<file path="src/rtl/mips_pkg.sv">
// Shared MiniMIPS definitions: instruction width, opcodes and fetch-state encoding.
package mips_pkg;

   localparam int INSTR_W = 16;

   localparam logic [3:0] OP_RTYPE = 4'b0000;
   localparam logic [3:0] OP_ADDI  = 4'b0001;
   localparam logic [3:0] OP_BEQ   = 4'b0101;
   localparam logic [3:0] OP_LW    = 4'b1000;
   localparam logic [3:0] OP_SW    = 4'b1001;
   localparam logic [3:0] OP_HALT  = 4'b1111;

   typedef enum logic [1:0] {
      FS_FETCH = 2'd0,
      FS_WAIT  = 2'd1,
      FS_HOLD  = 2'd2,
      FS_HALT  = 2'd3
   } fetch_state_e;

   function automatic logic [3:0] get_op(input logic [INSTR_W-1:0] i_word);
      return i_word[INSTR_W-1 -: 4];
   endfunction

endpackage

</file>
<file path="src/rtl/branch_target_calc.sv">
// Combinational BEQ/BNE resolution: decides whether the branch is taken and
// computes the redirect target (branch PC + 1 + sign-extended 6-bit offset).
module branch_target_calc #(
   parameter int PC_W = 16
) (
   input  logic            i_br_valid,
   input  logic            i_branch,
   input  logic            i_branch_not,
   input  logic            i_alu_zero,
   input  logic [PC_W-1:0] i_br_pc,
   input  logic [5:0]      i_br_imm,
   output logic            o_taken,
   output logic [PC_W-1:0] o_target
);

   logic [PC_W-1:0] w_imm_sext;

   assign w_imm_sext = {{(PC_W-6){i_br_imm[5]}}, i_br_imm};
   assign o_taken    = i_br_valid & ((i_branch & i_alu_zero) | (i_branch_not & ~i_alu_zero));
   assign o_target   = i_br_pc + PC_W'(1) + w_imm_sext;

endmodule

</file>
<file path="src/rtl/instr_fetch_unit.sv">
// MiniMIPS fetch front end: owns the PC, fetches over a req/ack handshake,
// presents instructions to decode with valid/ready and applies branch redirects.
module instr_fetch_unit
   import mips_pkg::*;
#(
   parameter int              PC_W     = 16,
   parameter logic [PC_W-1:0] RESET_PC = '0,
   parameter logic [3:0]      HALT_OP  = OP_HALT
) (
   input  logic               clk,
   input  logic               rst_n,
   output logic               imem_req,
   output logic [PC_W-1:0]    imem_addr,
   input  logic               imem_ack,
   input  logic [INSTR_W-1:0] imem_rdata,
   output logic               instr_valid,
   input  logic               instr_ready,
   output logic [INSTR_W-1:0] instr,
   output logic [3:0]         op,
   output logic [PC_W-1:0]    pc_out,
   input  logic               br_valid,
   input  logic               branch,
   input  logic               branch_not,
   input  logic               alu_zero,
   input  logic [PC_W-1:0]    br_pc,
   input  logic [5:0]         br_imm,
   output logic               halted
);

   localparam logic [1:0] S_FETCH = FS_FETCH;
   localparam logic [1:0] S_WAIT  = FS_WAIT;
   localparam logic [1:0] S_HOLD  = FS_HOLD;
   localparam logic [1:0] S_HALT  = FS_HALT;

   logic [1:0]         r_state;
   logic [PC_W-1:0]    r_pc;
   logic [PC_W-1:0]    r_addr;
   logic               r_req;
   logic               r_discard;
   logic [INSTR_W-1:0] r_instr;
   logic [PC_W-1:0]    r_pc_out;
   logic               r_instr_valid;
   logic               r_halted;

   logic               w_taken;
   logic [PC_W-1:0]    w_target;
   logic [3:0]         w_op;

   branch_target_calc #(
      .PC_W(PC_W)
   ) u_btc (
      .i_br_valid  (br_valid),
      .i_branch    (branch),
      .i_branch_not(branch_not),
      .i_alu_zero  (alu_zero),
      .i_br_pc     (br_pc),
      .i_br_imm    (br_imm),
      .o_taken     (w_taken),
      .o_target    (w_target)
   );

   assign w_op = get_op(r_instr);

   // The request address is latched separately from the PC so a redirect
   // during an outstanding fetch cannot disturb the address memory is serving.
   always_ff @(posedge clk or negedge rst_n) begin
      if (!rst_n) begin
         r_state       <= S_FETCH;
         r_pc          <= RESET_PC;
         r_addr        <= RESET_PC;
         r_req         <= 1'b0;
         r_discard     <= 1'b0;
         r_instr       <= '0;
         r_pc_out      <= '0;
         r_instr_valid <= 1'b0;
         r_halted      <= 1'b0;
      end else begin
         case (r_state)
            S_FETCH: begin
               if (w_taken) begin
                  r_pc <= w_target;
               end else begin
                  r_req   <= 1'b1;
                  r_addr  <= r_pc;
                  r_state <= S_WAIT;
               end
            end
            S_WAIT: begin
               if (imem_ack) begin
                  r_req <= 1'b0;
                  if (w_taken || r_discard) begin
                     r_discard <= 1'b0;
                     r_state   <= S_FETCH;
                     if (w_taken) begin
                        r_pc <= w_target;
                     end
                  end else begin
                     r_instr       <= imem_rdata;
                     r_pc_out      <= r_pc;
                     r_pc          <= r_pc + PC_W'(1);
                     r_instr_valid <= 1'b1;
                     r_state       <= S_HOLD;
                  end
               end else if (w_taken) begin
                  r_pc      <= w_target;
                  r_discard <= 1'b1;
               end
            end
            S_HOLD: begin
               // A taken redirect wins over acceptance; the held word is dropped.
               if (w_taken) begin
                  r_pc          <= w_target;
                  r_instr_valid <= 1'b0;
                  r_state       <= S_FETCH;
               end else if (instr_ready) begin
                  r_instr_valid <= 1'b0;
                  if (w_op == HALT_OP) begin
                     r_halted <= 1'b1;
                     r_state  <= S_HALT;
                  end else begin
                     r_state <= S_FETCH;
                  end
               end
            end
            S_HALT: begin
               if (w_taken) begin
                  r_pc     <= w_target;
                  r_halted <= 1'b0;
                  r_state  <= S_FETCH;
               end
            end
            default: begin
               r_state <= S_FETCH;
            end
         endcase
      end
   end

   assign imem_req    = r_req;
   assign imem_addr   = r_addr;
   assign instr_valid = r_instr_valid;
   assign instr       = r_instr;
   assign op          = w_op;
   assign pc_out      = r_pc_out;
   assign halted      = r_halted;

endmodule
</file>
<file path="config.mk">
export PLATFORM = sky130hd
export DESIGN_NAME = instr_fetch_unit
export DESIGN_NICKNAME = d
export VERILOG_FILES = /design/src/rtl/mips_pkg.sv /design/src/rtl/branch_target_calc.sv /design/src/rtl/instr_fetch_unit.sv
export SDC_FILE = /design/constraint.sdc
export NUM_CORES = 1
export LEC_CHECK = 0
export ABC_AREA = 1
export BUFFER_PORTS_ARGS = -buffer_cell sky130_fd_sc_hd__clkbuf_2
export CAP_MARGIN = 20
export CORE_MARGIN = 1
export CORE_UTILIZATION = 55
export DETAILED_ROUTE_END_ITERATION = 16
export GPL_ROUTABILITY_DRIVEN = 0
export PLACE_DENSITY_LB_ADDON = 0.15
export REMOVE_ABC_BUFFERS = 1
export SLEW_MARGIN = 10
export SYNTH_ARGS = -nofsm -noshare
export SYNTH_HDL_FRONTEND = slang
export SYNTH_SLANG_ARGS = --single-unit
</file>
<file path="constraint.sdc">
create_clock -name clk -period 2.6 [get_ports clk]
set_input_delay 0.78 -clock clk [delete_from_list [all_inputs] [get_ports clk]]
set_output_delay 0.78 -clock clk [all_outputs]
set_load 0.02 [all_outputs]
</file>
## Word level (Yosys, flattened, before mapping)

Cells that the tools add are included.

| storage, ports and cells | value |
|---|---|
| register bits after elaboration | 70 |

| cells by class | value |
|---|---|
| reductions and logical operators | 14 |
| eq/ne operators | 13 |
| bitwise operators | 7 |
| mux-type cells | 28 |
| add/subtract/negate cells | 3 |

Operators by type and width:

| kind | number |
|---|---|
| $mux W16 | 3 |
| $add A16 B1 Y16 const B | 2 |
| $pmux W16 S2 | 1 |
| $add A16 B16 Y16 | 1 |
| $mux W2 | 7 |
| $ne A2 B2 Y1 const B | 7 |
| $mux W1 | 13 |
| $reduce_and A3 Y1 | 3 |
| $pmux W2 S4 | 1 |
| $reduce_and A4 Y1 | 2 |
| $reduce_bool A2 Y1 | 4 |
| $pmux W1 S2 | 3 |
| $reduce_and A5 Y1 | 1 |
| $eq A2 B2 Y1 const B | 2 |
| $eq A4 B4 Y1 const B | 1 |
| $and A1 B1 Y1 | 3 |
| $ne A3 B3 Y1 const B | 1 |
| $not A1 Y1 | 3 |
| $reduce_or A3 Y1 | 1 |
| $eq A2 B1 Y1 const B | 1 |
| $logic_not A2 Y1 | 1 |
| $ne A2 B1 Y1 const B | 1 |
| $reduce_and A2 Y1 | 1 |
| $logic_or A1 B1 Y1 | 1 |
| $or A1 B1 Y1 | 1 |

## Depth between registers and ports, before layout

Gate-level depths: netlist of run 1.

| logic depth | value |
|---|---|
| word-level depth | 8 |
| gate-level depth with buffers | 14 |

## By module

A second synthesis of run 1 with hierarchy kept.

| unflattened totals | value |
|---|---|
| cells, all modules | 587 |
| area total of the unflattened synthesis | 4210.3 µm² |

By module, submodules not included:

| module | instances | cells each | area an instance (µm²) |
|---|---|---|---|
| instr_fetch_unit | 1 | 399 | 3248.1 |
| branch_target_calc | 1 | 188 | 962.2 |

## Least setup slack after synthesis of run 1

No wires, ideal clock.

| timing path | value |
|---|---|
| kind | input port to flip-flop |
| start point | input port br_pc[0] |
| end point | register r_pc[14] |
| data arrival time | 2.037 ns |
| stages | 14 |
| data required time | 2.484 ns |
| buffers on the path | 0 |
| slack | 0.447 ns |
| library setup time | 0.116 ns |
| path through | inv_1 ha_1 inv_1 fa_1 nand2_1 nand3_1 nand3_1 nand2_1 nand2_1 nand2_1 nand2_1 nand3_1 nand2_1 nand2_1 |

| on the way | value |
|---|---|
| cells in the longest elaborated chain, start to end | 6 |

Ends and longest elaborated chain:

| what | line | text |
|---|---|---|
| start: declaration | instr_fetch_unit.sv:25 | `input logic [PC_W-1:0] br_pc,` |
| $add A16 B1 Y16 (*) | branch_target_calc.sv:20 | `assign o_target = i_br_pc + PC_W'(1) + w_imm_sext;` |
| $add A16 B16 Y16 (*) | branch_target_calc.sv:20 |  |
| $mux W16 (*) | -- |  |
| $mux W16 | instr_fetch_unit.sv:91 | `if (w_taken \|\| r_discard) begin` |
| $mux W16 | instr_fetch_unit.sv:89 | `if (imem_ack) begin` |
| $pmux W16 S2 (*) | instr_fetch_unit.sv:78 | `case (r_state)` |
| end signal: assignment | instr_fetch_unit.sv:81 | `r_pc <= w_target;` |
| end signal: assignment | instr_fetch_unit.sv:95 | `r_pc <= w_target;` |
| end signal: assignment | instr_fetch_unit.sv:105 | `r_pc <= w_target;` |
| end: declaration | instr_fetch_unit.sv:36 | `logic [PC_W-1:0] r_pc;` |

Every way passes the cells marked *; elsewhere a longest branch is shown, timed or not.
A chain may end at the register's enable or synchronous reset.

## Final worst setup path of run 1

| timing path | value |
|---|---|
| start point | input port br_imm[5] |
| end point | register r_pc[14] |

| on the way | value |
|---|---|
| cells in the longest elaborated chain, start to end | 5 |

Ends and longest elaborated chain:

| what | line | text |
|---|---|---|
| start: declaration | instr_fetch_unit.sv:26 | `input logic [5:0] br_imm,` |
| $add A16 B16 Y16 (*) | branch_target_calc.sv:20 |  |
| $mux W16 (*) | -- |  |
| $mux W16 | instr_fetch_unit.sv:91 |  |
| $mux W16 | instr_fetch_unit.sv:89 |  |
| $pmux W16 S2 (*) | instr_fetch_unit.sv:78 |  |

Marks and branches as above.

==> summary.txt, run 1 <==
Status - finished clean
Number of gates resized after CTS - 0
Share of post-route cells with drive strength above 1 - 0.209
Clk buf depth - 2
Final Instance Area - 4950 sq um
CTS clk-pin slew, worst paths - 0.08 ns
Core region area - 7290 sq um
Clock Skews - 0.0109 ns
GRT Residual Overflow - 0
Clock network latency to the later pin of the worst-skew pair - 0.35 ns
Main synth FF type - dfrtp_1
Type of the tightest min-delay check - primary input to asynchronous set/reset pin
Total negative slack for setup checks - 0 ns
Wire length of the first global-routing pass - 15800 um
Final critical-path share of the clock period - 0.789
Maximum clock frequency - 0.487 GHz
Overall die area - 7940 sq um
Cell repeated most along the worst path - nand2_1
Worst path slowest cell - ha_1
Antenna violations before repair - 0
DRT iter0 DRCs - 197
Via density per instance - 5.09
I/O pin cnt - 101
Cell area reported after detailed placement - 4730 sq um
Setup repair after global routing missed its margin - false
Chip height - 89.1 um
Number of hold-repair buffers added at the cts stage - 0
Min Clock Period, post-route - 2.05 ns
Largest net degree at the start of global routing - 33
Deepest level of the CTS H-tree - 3
Power consumption - 0.00537 W
Worst setup SP type - primary input
Normalized max-slew margin - 0.649
Average cell area after synthesis - 7.34 sq um
Most frequent standard cell in the layout excluding fill and tap cells - nand2_1
Total routing resource utilization after global routing - 0.257
Layout net count - 728
Relative contribution of combinational cells to total power - 0.443
Post-synthesis instance area - 4180 sq um
Routed wirelength normalized by instance count - 12.6 um
WP buf/inv - 1
Number of warnings reported in the yosys synthesis log - 0
Number of hold violations in the final report - 0
Final Max Slew Viols - 0
Critical Path Sink Type - register
Most frequent cells in the layout - 192 x nand2_1, 99 x clkbuf_2, 70 x dfrtp_1
Detailed placement HPWL - 7270 um
Critical path arrival - 2.29 ns
Starting density of the core - 0.573
Core Rows - 31
Number of max-capacitance violations reported - 0
Clock share of power - 0.184
Switching power summed over all nets - 0.00241 W
Post-synth EDFFs - 0
Buffers on Ports - 100
Sequential share of power - 0.373
Worst-Margin Slew - 0.526 ns
Final setup viols - 0
Final ANT Viol Nets - 0
Internal power component - 0.00296 W
Crit Path Max Fanout - 11
Category of the critical setup timing path - primary input to register
Post-Route WL - 9680 um
Number of buffers inserted to repair setup after CTS - 0
Post-synthesis register bit count - 70
Fraction of power spent switching nets - 0.449
Leakage Power - 2.78 nW
Final Hold Slack - 0.403 ns
Sequential share of the synthesized area - 0.420
CTS tree - built
Total via count in the routed design - 3912
Async S/R FF share, synth - 1.00
Filler cell count in the final layout - 669
Number of buffers created by CTS - 9
Cell area power density - 1080 nW/um^2
Number of distinct library cell variants in the gate-level netlist after synthesis - 40
Antenna diode instance count - 0
Via count of the first global-routing pass - 3607
Worst-path cell chain - clkbuf_2, ha_1, nand2_1, nor3_1, and2_1, nand2_1, nand3_1, nand3_1, nand2_1, nand2_1
Post-Syn Instances - 569
Post-route DRC violation count - 0
Root Buffer - clkbuf_8
Area added between synthesis and finish - 18.6%
First drt pass iteration count - 5
CP top delay family - simple AND/OR/NAND/NOR gates
IR Drop Worst-Case VDD - 0.522 mV
Die X - 89.1 um
Largest incremental delay on the critical path - 0.46 ns
Critical Path RT - 2.83 ns
Clock tree sinks - 70
-- final timing paths --
kind	from	to	slack [ns]	cells past startpoint
min in group clk	instr[9]	instr[9]	0.48	2
max in group asynchronous	rst_n	pc_out[15]	1.54	2
worst max register to register	r_pc[0]	r_pc[14]	0.93	8
worst max-delay path	br_imm[5]	r_pc[14]	0.55	10
worst min register to register	instr[9]	instr[9]	0.48	2
worst min-delay path	rst_n	imem_req	0.40	1
-- synthesized netlist by cell type (2+ instances only) --
| cell | instances | area share |
|---|---|---|
| nand2_1 | 192 | 0.17 |
| dfrtp_1 | 70 | 0.42 |
| inv_1 | 69 | 0.062 |
| nand3_1 | 41 | 0.049 |
| o21ai_0 | 41 | 0.049 |
| nor2_1 | 30 | 0.027 |
| a21oi_1 | 22 | 0.026 |
| ha_1 | 16 | 0.048 |
| o21ai_1 | 12 | 0.014 |
| buf_2 | 9 | 0.011 |
| xor2_1 | 9 | 0.019 |
| buf_4 | 7 | 0.013 |
| nand4_1 | 7 | 0.010 |
| inv_2 | 5 | 0.0045 |
| nor3_1 | 4 | 0.0048 |
| xnor2_1 | 4 | 0.0084 |
| and2_1 | 3 | 0.0045 |
| clkbuf_1 | 3 | 0.0027 |
| nand2_4 | 2 | 0.0054 |
| nor2_2 | 2 | 0.0030 |
| o211ai_1 | 2 | 0.0036 |
-- cell type report --
type	count	area [sq um]	area share
tap	99	124	0.0250
timing repair buffer	106	558	0.113
clock buffer	10	128	0.0258
inverter	76	288	0.0581
clock inverter	6	93.8	0.0189
multi-input combinational	402	2010	0.406
sequential	70	1750	0.354
-- power by group through the flow --
stage,sequential (W),combinational (W),clock [W]
6_report,0.00200,0.00238,0.000989
2_1_floorplan,0.00244,0.00113,0
5_1_grt,0.00207,0.00270,0.00105
3_5_place_dp,0.00201,0.00238,0
4_1_cts,0.00200,0.00240,0.00100
3_3_place_gp,0.00199,0.00232,0
-- logic make-up after synthesis --
logic type               Yosys count  share of synthesized area
multiplexers                       1                    0.00270
AO/OA/AOI/OAI                     83                      0.105
AND/OR/NAND/NOR                  288                      0.294
buffers and inverters             97                     0.0989
flip-flops                        70                      0.420
XOR/XNOR                          13                     0.0273
adder cells (fa/ha/maj)           17                     0.0527
-- sequential cells by signal, indices dropped and copies added, names as in the netlist --
| register | count |
|---|---|
| halted | 1 |
| imem_addr | 16 |
| imem_req | 1 |
| instr | 16 |
| instr_valid | 1 |
| pc_out | 16 |
| r_discard | 1 |
| r_pc | 16 |
| r_state | 2 |
-- stage by stage --
step	utilization	setup slack [ns]	std cells
global placement	0.649	0.210	753
finish	0.679	0.548	769
floorplan	-	0.291	548
global route	0.679	0.337	769
detailed placement	0.649	0.199	753
CTS	0.679	0.564	769
-- worst register-to-register path: stages (launching register included) --
cell and delay [ns]:
dfrtp_1 0.43, ha_1 0.23, nand3_1 0.19, nor2_1 0.21
nand4_2 0.17, nor2_1 0.13, nand2_1 0.06, nand3_1 0.09
nand2_1 0.06
-- metal layers --
| metal | wire length, um | share of wire | global-route usage | up-vias |
|---|---|---|---|---|
| met5 | 0 | 0 | 0 | - |
| met4 | 136 | 0.014 | 0.0765 | 0 |
| met3 | 391 | 0.040 | 0.0591 | 13 |
| met2 | 4710 | 0.49 | 0.441 | 100 |
| met1 | 4440 | 0.46 | 0.323 | 1796 |
| li1 | - | - | - | 2003 |
(Power assumes the default switching activity.)
==> run 2, diff against run 1 <==
- CORE_UTILIZATION: 55 -> 54
- clock period: 2.6 -> 1.9 ns (I/O delays scaled with it)
==> summary.txt, run 2 (synthesized netlist as in run 1, its figures left out) <==
Final critical-path share of the clock period - 0.945
Sequential share of power - 0.374 (about the same)
Routed wirelength normalized by instance count - 12.1 um (-3.7%)
Min Clock Period, post-route - 1.80 ns
Detailed route wirelength on metal2 - 4610 um (-2.1%)
Core Rows - 31 (unchanged)
Post-route DRC violation count - 0 (unchanged)
Buffers on Ports - 100 (unchanged)
Critical path arrival - 2.06 ns (-0.23 ns)
Via count of the first global-routing pass - 3710 (+2.9%)
Most frequent cells in the layout - 192 x nand2_1, 99 x clkbuf_2, 70 x dfrtp_1
Largest net degree at the start of global routing - 71 (+120%)
Cell area power density - 1420 nW/um^2 (+31%)
Setup repair after global routing missed its margin - true
Category of the critical setup timing path - primary input to register
Number of hold violations in the final report - 0 (unchanged)
Type of the tightest min-delay check - primary input to asynchronous set/reset pin
Clk buf depth - 2 (unchanged)
Worst setup SP type - primary input
IR Drop Worst-Case VDD - 0.969 mV (+85%)
First drt pass iteration count - 4 (-1)
Chip height - 89.9 um (+0.90%)
Share of post-route cells with drive strength above 1 - 0.239 (+0.0299)
Antenna violations before repair - 0 (unchanged)
Starting density of the core - 0.567 (-0.00603)
Most frequent standard cell in the layout excluding fill and tap cells - nand2_1
Clock tree sinks - 70 (unchanged)
Post-route setup slack - 0.104 ns (-0.445 ns)
Internal power component - 0.00403 W (+36%)
Deepest level of the CTS H-tree - 3 (unchanged)
Layout net count - 753 (+3.4%)
I/O pin cnt - 101 (unchanged)
Post-Place Setup Slack - -0.259 ns (-0.458 ns)
Clock share of power - 0.165 (-0.019)
Number of buffers created by CTS - 9 (unchanged)
Switching power summed over all nets - 0.00327 W (+36%)
Overall die area - 8090 sq um (+1.8%)
Critical Path Sink Type - register
Maximum clock frequency - 0.557 GHz
Final Hold Slack - 0.241 ns (-0.162 ns)
Final setup viols - 0 (unchanged)
Wire length of the first global-routing pass - 17000 um (+7.7%)
Worst-Margin Slew - 0.380 ns (-0.146 ns)
Antenna diode instance count - 0 (unchanged)
Filler cell count in the final layout - 653 (-2.4%)
Status - finished clean
CTS tree - built
Area added between synthesis and finish - 23.3%
DRT iter0 DRCs - 187 (-5.1%)
Clock network latency to the later pin of the worst-skew pair - 0.34 ns (about the same)
Number of max-capacitance violations reported - 0 (unchanged)
Critical Path RT - 2.17 ns (-0.66 ns)
Post-route core utilization - 0.698 (+0.0192)
Normalized max-slew margin - 0.747 (+0.0977)
CTS clk-pin slew, worst paths - 0.07 ns (about the same)
Total via count in the routed design - 3945 (+0.84%)
Cell area reported after detailed placement - 4940 sq um (+4.5%)
DRT met1 WL - 4520 um (+1.8%)
Post-Route WL - 9620 um (-0.56%)
Relative contribution of combinational cells to total power - 0.460 (+0.017)
Total routing resource utilization after global routing - 0.257 (about the same)
Number of buffers inserted to repair setup after CTS - 0 (unchanged)
Root Buffer - clkbuf_8
Via density per instance - 4.97 (-2.3%)
Detailed placement HPWL - 7290 um (+0.31%)
Final Max Slew Viols - 0 (unchanged)
Final Instance Area - 5150 sq um (+3.9%)
GRT Residual Overflow - 0 (unchanged)
Number of hold-repair buffers added at the cts stage - 0 (unchanged)
Crit Path Max Fanout - 11 (unchanged)
Clock Skews - 0.00926 ns (-0.00165 ns)
Met3 Wirelength - 340 um (-13%)
Leakage Power - 2.89 nW (+4.2%)
Final ANT Viol Nets - 0 (unchanged)
Die X - 89.9 um (+0.90%)
Fraction of power spent switching nets - 0.448 (-0.00123)
Top Metal Used - met4
Core region area - 7370 sq um (+1.1%)
-- run 2: per-stage QoR --
| step | instances | setup TNS [ns] | total power [W] |
|---|---|---|---|
| 6_report | 794 | 0 | 0.00730 |
| 5_1_grt | 794 | -0.0285 | 0.00790 |
| 4_1_cts | 794 | 0 | 0.00736 |
| 3_5_place_dp | 778 | -2.48 | 0.00612 |
| 3_3_place_gp | 778 | -1.98 | 0.00599 |
| 2_1_floorplan | 548 | -3.45 | 0.00488 |
-- run 2: repair_timing --
item | CTS | global route
endpoints found under the setup margin | 0 | 4
resized for setup | 0 | 1
hold endpoints to repair | 0 | 0
-- run 2: power groups by stage --
stage	sequential, W	clock, W	combinational, W
6_report	0.00273	0.00121	0.00336
5_1_grt	0.00283	0.00130	0.00377
4_1_cts	0.00273	0.00124	0.00340
3_5_place_dp	0.00274	0	0.00338
3_3_place_gp	0.00272	0	0.00328
2_1_floorplan	0.00334	0	0.00154
-- run 2: final cells by class --
class / instances / area [sq um] / share of cell area
Multi-Input combinational cell: 402 / 2010 / 0.391
Timing Repair Buffer: 131 / 771 / 0.150
Clock inverter: 5 / 58.8 / 0.0114
Inverter: 76 / 288 / 0.0559
Tap cell: 99 / 124 / 0.0241
Clock buffer: 11 / 141 / 0.0275
Sequential cell: 70 / 1750 / 0.340
-- run 2: final timing paths --
path	startpoint	to	slack, ns	depth (start not counted)
worst max-delay path	br_imm[5]	r_pc[15]	0.10	10
worst min-delay path	rst_n	pc_out[0]	0.24	2
worst max register to register	r_pc[0]	r_pc[12]	0.31	8
worst min register to register	instr[5]	instr[5]	0.48	2
max in group asynchronous	rst_n	instr[8]	1.34	2
min in group clk	imem_rdata[0]	instr[0]	0.42	3
-- run 2: routing by layer --
metal | global-route usage | up-vias
li1 | - | 2050
met2 | 0.434 | 83
met3 | 0.0448 | 16
met1 | 0.338 | 1796
met4 | 0.0766 | 0
met5 | 0 | -
-- run 2: worst max-delay path: stages --
cell      delay, ns
clkbuf_2       0.19
ha_1           0.39
nand2_1        0.11
nor2_1         0.18
nand3_1        0.14
nand2_1        0.12
nand2_1        0.09
nand3_1        0.09
nand3_1        0.08
a21oi_1        0.12
==> run 3, diff against run 2 <==
- ABC_AREA: 1 -> not set
- CORE_UTILIZATION: 54 -> 53
- MAX_ROUTING_LAYER: not set -> met4
- RECOVER_POWER: not set -> 100
==> summary.txt, run 3 <==
I/O pin cnt - 101 (unchanged)
Most frequent cells in the layout - 70 x dfrtp_1, 60 x clkbuf_1, 44 x clkbuf_2
Top post-synthesis cells by count - 70 x dfrtp_1, 38 x mux2_2, 30 x nand2_1
Overall die area - 7600 sq um (-6.1%)
Average cell area after synthesis - 11.2 sq um (+53%)
Critical path arrival - 2.27 ns (+0.21 ns)
Largest net degree at the start of global routing - 32 (-55%)
Final Instance Area - 4920 sq um (-4.4%)
Cell area power density - 1440 nW/um^2 (+1.8%)
Critical Path Sink Type - register
Number of distinct library cell variants in the gate-level netlist after synthesis - 47 (+18%)
Total negative slack for setup checks - -0.410 ns (-0.410 ns)
Number of max-capacitance violations reported - 0 (unchanged)
Final ANT Viol Nets - 0 (unchanged)
CTS clk-pin slew, worst paths - 0.08 ns (about the same)
Core region area - 6910 sq um (-6.3%)
Violations in the final reports - setup timing
Post-route DRC violation count - 0 (unchanged)
Sequential share of the synthesized area - 0.456 (+0.0362)
Clk buf depth - 2 (unchanged)
Min Clock Period, post-route - 2.02 ns (+0.225 ns)
Final Max Slew Viols - 0 (unchanged)
Number of warnings reported in the yosys synthesis log - 0 (unchanged)
Number of buffers created by CTS - 9 (unchanged)
Core Rows - 30 (-3.2%)
Category of the critical setup timing path - primary input to register
Area added between synthesis and finish - 28.1%
Wire length of the first global-routing pass - 13900 um (-18%)
Biggest area consumer among synthesized cells - dfrtp_1
Total routing resource utilization after global routing - 0.243 (-0.0130)
Post-Syn Instances - 342 (-40%)
Critical Path RT - 2.15 ns (-0.02 ns)
Post-synth EDFFs - 0 (unchanged)
Maximum clock frequency - 0.495 GHz (-11%)
Final setup viols - 6 (+6)
Buffers on Ports - 100 (unchanged)
Total via count in the routed design - 3108 (-21%)
DRT iter0 DRCs - 94 (-50%)
Routed wirelength normalized by instance count - 14.4 um (+19%)
Number of hold violations in the final report - 0 (unchanged)
Via density per instance - 5.32 (+7.1%)
Share of post-route cells with drive strength above 1 - 0.338 (+0.0993)
Top cell type's share of synthesized area - 0.456 (+0.0362)
CTS tree - built
Final critical-path share of the clock period - 1.06 (+0.118)
Clock Skews - 0.00948 ns (+0.000214 ns)
Type of the tightest min-delay check - primary input to asynchronous set/reset pin
Clock tree sinks - 70 (unchanged)
Layout net count - 546 (-27%)
Async S/R FF share, synth - 1.00 (unchanged)
Status - finished, violations left
Worst-Margin Slew - 0.960 ns (+0.581 ns)
Leakage Power - 2.23 nW (-23%)
Root Buffer - clkbuf_8
Die X - 87.2 um (-3.1%)
Chip height - 87.2 um (-3.1%)
Antenna diode instance count - 0 (unchanged)
Cell with the most instances after synthesis - dfrtp_1
Cell area reported after detailed placement - 4750 sq um (-4.0%)
IR Drop Worst-Case VDD - 0.576 mV (-40%)
Normalized max-slew margin - 0.360 (-0.387)
Clock network latency to the later pin of the worst-skew pair - 0.34 ns (about the same)
Crit Path Max Fanout - 2 (-9)
Deepest level of the CTS H-tree - 3 (unchanged)
Post-route setup slack - -0.121 ns (-0.225 ns)
Most frequent standard cell in the layout excluding fill and tap cells - dfrtp_1
Post-Route WL - 8390 um (-13%)
Setup repair after global routing missed its margin - true
Number of hold-repair buffers added at the cts stage - 0 (unchanged)
Antenna violations before repair - 0 (unchanged)
Starting density of the core - 0.557 (-0.0100)
Post-synthesis register bit count - 70 (unchanged)
Worst setup SP type - primary input
Main synth FF type - dfrtp_1
Post-route core utilization - 0.713 (+0.0142)
Via count of the first global-routing pass - 3038 (-18%)
Post-synthesis instance area - 3840 sq um (-7.9%)
GRT Residual Overflow - 0 (unchanged)
Synth top area cells - dfrtp_1 46%, mux2_2 11%, ha_1 5.2%, mux2_4 4.3%, xor2_1 3.0%
Detailed placement HPWL - 6230 um (-15%)
First drt pass iteration count - 4 (unchanged)
==> run 3: changes by cell type after synthesis, sizes merged, moves of 5 or more <==
cell / before / now
a21o: 0 / 7
and3: 0 / 5
buf: 17 / 11
inv: 75 / 4
mux2: 1 / 49
nand2: 195 / 30
nand3: 42 / 12
nor2: 33 / 17
o21ai: 54 / 16
xnor2: 4 / 10
==> run 3: cell families (layout without fill, tap and decap cells) <==
family / after synthesis / in the layout / synth area share
flops: 70 / 70 / 0.456
compound gates: 70 / 70 / 0.117
buf+inv: 23 / 169 / 0.0355
mux: 51 / 51 / 0.160
fa+ha+maj: 17 / 17 / 0.0573
xor+xnor: 23 / 23 / 0.0524
simple gates: 88 / 88 / 0.122
==> run 3: final cells by class <==
| class | instances | area (sq um) |
|---|---|---|
| sequential | 70 | 1750 |
| timing repair buffer | 149 | 808 |
| tap | 96 | 120 |
| multi-input combinational | 249 | 1970 |
| clock buffer | 11 | 141 |
| inverter | 4 | 20.0 |
| clock inverter | 5 | 106 |
| fill | 560 | 1980 |
==> run 3: final timing paths <==
check                          startpoint           end  slack [ns]  cells after the start
max                              br_pc[0]       r_pc[8]       -0.12                     11
min                                 rst_n      instr[0]        0.35                      1
max reg2reg                    r_state[1]       r_pc[7]        0.09                      7
min reg2reg                  imem_addr[3]  imem_addr[3]        0.50                      1
max in group asynchronous           rst_n      r_pc[13]        0.29                      2
min in group clk           imem_rdata[15]     instr[15]        0.45                      2
==> run 3: timing repair <==
item,4_1_cts,5_1_grt
setup endpoints to repair,6,9
setup buffers,0,2
pin swaps,3,3
gates resized for setup,13,12
==> run 3: critical path, stage by stage <==
cell	delay, ns
buf_6	0.10
inv_4	0.05
ha_4	0.13
inv_2	0.03
fa_2	0.34
a211oi_2	0.24
nor2_2	0.08
o31ai_4	0.22
a21boi_2	0.09
o21a_1	0.20
o31ai_2	0.23
==> run 3: metal layers <==
metal  track usage  wire length (um)  part of all wire  vias up
met5             -                 0                 0        -
met4        0.0820                85             0.010        0
met3        0.0588               439             0.052        9
met2         0.394              3970              0.47       84
met1         0.301              3900              0.46     1508
li1              -                 -                 -     1507
==> run 3: power by group <==
part           internal (W)  switching (W)
registers           0.00216       0.000484
logic               0.00126        0.00175
clock network      0.000910       0.000547
total               0.00433        0.00278
==> run 3: per-stage QoR <==
step	hold slack [ns]	instances	power (W)	setup slack, ns
final	0.348	584	0.00711	-0.121
after global placement	0.474	566	0.00586	-0.542
after CTS	0.169	582	0.00748	-0.0575
after global routing	0.420	584	0.00758	-0.208
after floorplan	0.274	323	0.00472	-0.485
after detailed placement	0.495	566	0.00598	-0.585
